**config.mk**
```make
export PLATFORM = sky130hd
export DESIGN_NAME = alu_exec_unit
export DESIGN_NICKNAME = d
export VERILOG_FILES = /design/src/rtl/alu_exec_unit.sv
export SDC_FILE = /design/constraint.sdc
export NUM_CORES = 1
export LEC_CHECK = 0
export ABC_AREA = 1
export BUFFER_PORTS_ARGS = -buffer_cell sky130_fd_sc_hd__buf_2
export CAP_MARGIN = 10
export CORE_MARGIN = 2
export CORE_UTILIZATION = 40
export CTS_CLUSTER_SIZE = 12
export DETAILED_ROUTE_END_ITERATION = 7
export PLACE_DENSITY = 0.6
export SKIP_LAST_GASP = 1
export SYNTH_ARGS = -nofsm -noshare
export SYNTH_HDL_FRONTEND = slang
export SYNTH_SLANG_ARGS = --single-unit
```
**constraint.sdc**
```tcl
create_clock -name clk -period 6.9 [get_ports clk]
set_input_delay 0.69 -clock clk [delete_from_list [all_inputs] [get_ports clk]]
set_output_delay 0.69 -clock clk [all_outputs]
set_load 0.02 [all_outputs]
```
**src/rtl/alu_exec_unit.sv**
```systemverilog
// Single-issue ALU execution stage with valid/ready handshakes on both sides.
// Single-cycle ops complete on the accepting edge; mul runs as a WIDTH-step shift-add.
module alu_exec_unit #(
    parameter int WIDTH = 32
) (
    input  logic             clk,
    input  logic             rst_n,
    input  logic             in_valid,
    output logic             in_ready,
    input  logic [2:0]       alu_ctrl,
    input  logic [WIDTH-1:0] src_a,
    input  logic [WIDTH-1:0] src_b,
    output logic             out_valid,
    input  logic             out_ready,
    output logic [WIDTH-1:0] result,
    output logic             zero,
    output logic             illegal,
    output logic             busy
);

    localparam int CNT_W = $clog2(WIDTH) + 1;
    localparam logic [CNT_W-1:0] CNT_ZERO = {CNT_W{1'b0}};
    localparam logic [CNT_W-1:0] CNT_ONE  = {{(CNT_W-1){1'b0}}, 1'b1};
    localparam logic [CNT_W-1:0] CNT_LAST = CNT_W'(WIDTH - 1);
    localparam logic [WIDTH-1:0] ZERO_W   = {WIDTH{1'b0}};
    localparam logic [WIDTH-1:0] ONE_W    = {{(WIDTH-1){1'b0}}, 1'b1};

    localparam logic [2:0] OP_AND = 3'b000;
    localparam logic [2:0] OP_OR  = 3'b001;
    localparam logic [2:0] OP_ADD = 3'b010;
    localparam logic [2:0] OP_MUL = 3'b011;
    localparam logic [2:0] OP_SUB = 3'b110;
    localparam logic [2:0] OP_SLT = 3'b111;

    typedef enum logic {
        ST_IDLE = 1'b0,
        ST_MUL  = 1'b1
    } state_t;

    state_t           state_r;
    logic [CNT_W-1:0] cnt_r;
    logic             busy_r;
    logic [WIDTH-1:0] acc_r;
    logic [WIDTH-1:0] mcand_r;
    logic [WIDTH-1:0] mplier_r;
    logic             out_valid_r;
    logic [WIDTH-1:0] result_r;
    logic             zero_r;
    logic             illegal_r;

    logic [WIDTH-1:0] alu_res_s;
    logic             alu_ill_s;
    logic [WIDTH-1:0] mul_sum_s;
    logic             in_ready_s;
    logic             accept_s;
    logic             accept_mul_s;
    logic             take_s;
    logic             last_s;

    function automatic logic is_zero(input logic [WIDTH-1:0] v);
        return (v == ZERO_W);
    endfunction

    assign in_ready_s   = (state_r == ST_IDLE) && (!out_valid_r || out_ready);
    assign accept_s     = in_valid && in_ready_s;
    assign accept_mul_s = accept_s && (alu_ctrl == OP_MUL);
    assign take_s       = out_valid_r && out_ready;
    assign last_s       = (state_r == ST_MUL) && (cnt_r == CNT_LAST);
    assign mul_sum_s    = acc_r + (mplier_r[0] ? mcand_r : ZERO_W);

    // Single-cycle ALU result; illegal codes force a zero result.
    always_comb begin
        alu_res_s = ZERO_W;
        alu_ill_s = 1'b0;
        case (alu_ctrl)
            OP_ADD:  alu_res_s = src_a + src_b;
            OP_SUB:  alu_res_s = src_a - src_b;
            OP_AND:  alu_res_s = src_a & src_b;
            OP_OR:   alu_res_s = src_a | src_b;
            OP_SLT:  alu_res_s = ($signed(src_a) < $signed(src_b)) ? ONE_W : ZERO_W;
            OP_MUL:  alu_res_s = ZERO_W;
            default: begin
                alu_res_s = ZERO_W;
                alu_ill_s = 1'b1;
            end
        endcase
    end

    // Control FSM, iteration counter and busy flag.
    always_ff @(posedge clk) begin
        if (!rst_n) begin
            state_r <= ST_IDLE;
            cnt_r   <= CNT_ZERO;
            busy_r  <= 1'b0;
        end else begin
            case (state_r)
                ST_IDLE: begin
                    if (accept_mul_s) begin
                        state_r <= ST_MUL;
                        cnt_r   <= CNT_ZERO;
                        busy_r  <= 1'b1;
                    end
                end
                ST_MUL: begin
                    if (cnt_r == CNT_LAST) begin
                        state_r <= ST_IDLE;
                        cnt_r   <= CNT_ZERO;
                        busy_r  <= 1'b0;
                    end else begin
                        cnt_r <= cnt_r + CNT_ONE;
                    end
                end
                default: begin
                    state_r <= ST_IDLE;
                    cnt_r   <= CNT_ZERO;
                    busy_r  <= 1'b0;
                end
            endcase
        end
    end

    // Shift-add multiplier: operands captured at accept, one multiplier bit per MUL edge.
    always_ff @(posedge clk) begin
        if (!rst_n) begin
            acc_r    <= ZERO_W;
            mcand_r  <= ZERO_W;
            mplier_r <= ZERO_W;
        end else if (accept_mul_s) begin
            acc_r    <= ZERO_W;
            mcand_r  <= src_a;
            mplier_r <= src_b;
        end else if (state_r == ST_MUL) begin
            acc_r    <= mul_sum_s;
            mcand_r  <= {mcand_r[WIDTH-2:0], 1'b0};
            mplier_r <= {1'b0, mplier_r[WIDTH-1:1]};
        end
    end

    // Output register: a new result wins over a transfer on the same edge.
    always_ff @(posedge clk) begin
        if (!rst_n) begin
            out_valid_r <= 1'b0;
            result_r    <= ZERO_W;
            zero_r      <= 1'b0;
            illegal_r   <= 1'b0;
        end else if (accept_s && !accept_mul_s) begin
            out_valid_r <= 1'b1;
            result_r    <= alu_res_s;
            zero_r      <= is_zero(alu_res_s);
            illegal_r   <= alu_ill_s;
        end else if (last_s) begin
            out_valid_r <= 1'b1;
            result_r    <= mul_sum_s;
            zero_r      <= is_zero(mul_sum_s);
            illegal_r   <= 1'b0;
        end else if (take_s) begin
            out_valid_r <= 1'b0;
        end
    end

    assign in_ready  = in_ready_s;
    assign out_valid = out_valid_r;
    assign result    = result_r;
    assign zero      = zero_r;
    assign illegal   = illegal_r;
    assign busy      = busy_r;

endmodule
```
==> metrics.txt <==
# port buffers=107; ratio of total power to cell area=160 mW/mm2; I/O pin total=108; fillcell total=4009; min-delay worst type=reg2reg; Clock Latency Late Sink=460 ps; Synth Net Count=2794; Via density=5.34; Starting Density=40.7%; CP Data Required Time=7310 ps; DRT iter0 DRCs=1431; delay-heaviest family, CP=simple AND/OR/NAND/NOR gates; H-tree depth=4; MaxCap Viol Count=0; Slew Limit Fails=0; final setup fails=0; CP endpoint kind=flop; post-synthesis simple-gate area fraction=40.0%; min Tclk post-route=3270 ps; gr ovfl total=0; Post-Syn Instances=2577; post-route ant nets=0; Routability Congestion=0.975; worst-path fanout max=8; critical path startpoint category=flop; Final Cycle Share=47.4%; commonest cells after routing, fill and taps aside=906 x nand2_1, 446 x inv_1, 224 x nor2_1, 189 x nand3_1, 143 x ha_1; CTS Sinks=139; Die Width=194 um; adder-cell share of the synthesized area=12.8%; EDFF count, synth=0; Worst Max-Slew Pin Slew=1000 ps; vias in the first global route=15500; core area=0.0356 mm2; DP Wirelength=47100 um; largest family of logic cells by synthesized area=simple AND/OR/NAND/NOR gates; xor/xnor cell area share of the yosys netlist=0.606%; synth-to-layout area growth=10.0%; Crit Path Category=reg2reg; die area=0.0377 mm2; Fin Hold WS=461 ps; RSZ-0062 raised after global routing=false; GRT Total Usage=30.7%; ys async rst share=0%; mux cell area share after synthesis=0%; cell mode on critical path=nand2_1; Seq/Total Area, Yosys=19.2%; CTS resizes=0; setup slack after layout=3630 ps; Pre-antenna DRT Iters=5; Final Hold Viols=0; FF+latch count, synth=139; Compound-Gate Fraction of Synth Area=13.0%; largest net degree at the start of global routing=59; dpl ws=2930 ps; Hold Crit Start=illegal; outcome=completed; wire per inst=19.0 um; CP Cell Sequence=nand2_1 > inv_1 > ha_1 > inv_1 > fa_1 > inv_1 > nand2_1 > nand2_1 > nand2_1 > inv_1 > nand2_1 > nand2_1 > nand2_1 > nand2_1 > nand3_1 > nand2_1 > xnor2_1 > nand3_1 > nor2_1 > nand3_1 > nand3_1 > nand2_1 > inv_1; Final Skew=16.6 ps; Clock Tree Buf Depth=2; Main synth FF type=dfxtp_1; worst setup path start=mplier_r[0]; nets@finish=2843; post-CTS setup buffers=0; Die H=194 um; commonest non-fill, non-tap cell in the layout=nand2_1; Slew headroom=33.1%; first-pass GRT wire length=89700 um; warnings from Yosys=0; Crit-path slowest cell=dfxtp_1; Bufs and invs on worst path=5; Root Driver=clkbuf_16; RR Startpoint=mplier_r[0]; Post-Layout Inst Area=0.0159 mm2; reg2reg setup slack=3630 ps; CTS Hold Buffers Added=0; Critical Path AT=3680 ps; total CTS buffers=17; synthesized area=0.0145 mm2; fmax=306 MHz; DP Area=0.0153 mm2; layout cells sized above 1=6.33%; Post-route DRC=0; post-synth cell types=39; Worst-path clk slew=80 ps; static leakage=8.54 nW; Worst path max stage delay=580 ps; Setup TNS Final=0 ps; routed vias=16600; peak supply drop=0.166 mV; TritonCTS clock tree=built; FP Rows=69; drt total wl=58800 um; Mapped Avg Cell Area=5.61 um2; initial antenna violation count=1
-- where the power goes --
| group | switching, W | internal, W |
|---|---|---|
| registers | 0.0000223 | 0.000830 |
| clock network | 0.000436 | 0.000512 |
| logic | 0.000533 | 0.000211 |
-- tightest hold or removal path, cell delays in order, from the launching register on --
cell and delay (ps):
dfxtp_1 310, nand2_1 60, a21oi_1 50
-- worst paths after layout --
kind                                 to  cells past startpoint
worst max-delay path               zero                     23
worst min-delay path            illegal                      2
worst max register to register     zero                     23
worst min register to register  illegal                      2
-- state kept, by name, indices dropped and copies added, names as in the netlist --
register   cells
result        32
mcand_r       32
state_r        1
cnt_r          6
acc_r         32
zero           1
illegal        1
mplier_r      32
out_valid      1
busy           1
-- Yosys cell counts, drive strengths merged (23+ instances only) --
| library cell | n | share of area (%) |
|---|---|---|
| o21ai | 71 | 2.5 |
| nand4 | 32 | 1.4 |
| nand2 | 907 | 24 |
| clkbuf | 46 | 1.2 |
| nand3 | 189 | 6.5 |
| a31oi | 85 | 3.7 |
| o22ai | 23 | 1.0 |
| a21oi | 102 | 3.5 |
| dfxtp | 139 | 19 |
| nor3 | 25 | 0.90 |
| ha | 143 | 12 |
| inv | 451 | 12 |
| nor2 | 230 | 6.0 |
| buf | 43 | 1.5 |
-- layer usage --
layer | wire (um) | global-route usage (%) | up-vias
met2 | 26900 | 50.5 | 521
met5 | 0 | 0 | -
met4 | 1310 | 8.11 | 0
met1 | 27300 | 42.6 | 7765
met3 | 3290 | 3.17 | 66
li1 | - | - | 8208
-- per-stage QoR --
step | instances | utilization (%) | total power [W]
3_3_place_gp | 3067 | 43.0 | 0.00159
6_report | 3102 | 44.7 | 0.00254
2_1_floorplan | 2577 | - | 0.00134
5_1_grt | 3100 | 44.7 | 0.00268
4_1_cts | 3099 | 44.6 | 0.00255
3_5_place_dp | 3067 | 43.0 | 0.00160
-- final cells by class --
type | count | area [um2] | share of cell area [%]
Clock buffer | 18 | 429 | 2.70
Timing Repair Buffer | 119 | 646 | 4.06
Antenna cell | 2 | 5.00 | 0.0315
Tap cell | 461 | 577 | 3.62
Clock inverter | 14 | 148 | 0.928
Inverter | 452 | 1700 | 10.7
Multi-Input combinational cell | 1897 | 9620 | 60.5
Sequential cell | 139 | 2790 | 17.5
-- cells by family (layout without fill, tap and decap cells) --
group                    after synthesis  count (layout)
AO/OA/AOI/OAI                        325             325
XOR/XNOR                              10              10
adder cells (fa/ha/maj)              146             146
buffers and inverters                541             603
flip-flops                           139             139
other                                  0               2
AND/OR/NAND/NOR                     1416            1416
Power figures use the tool's default switching activity.
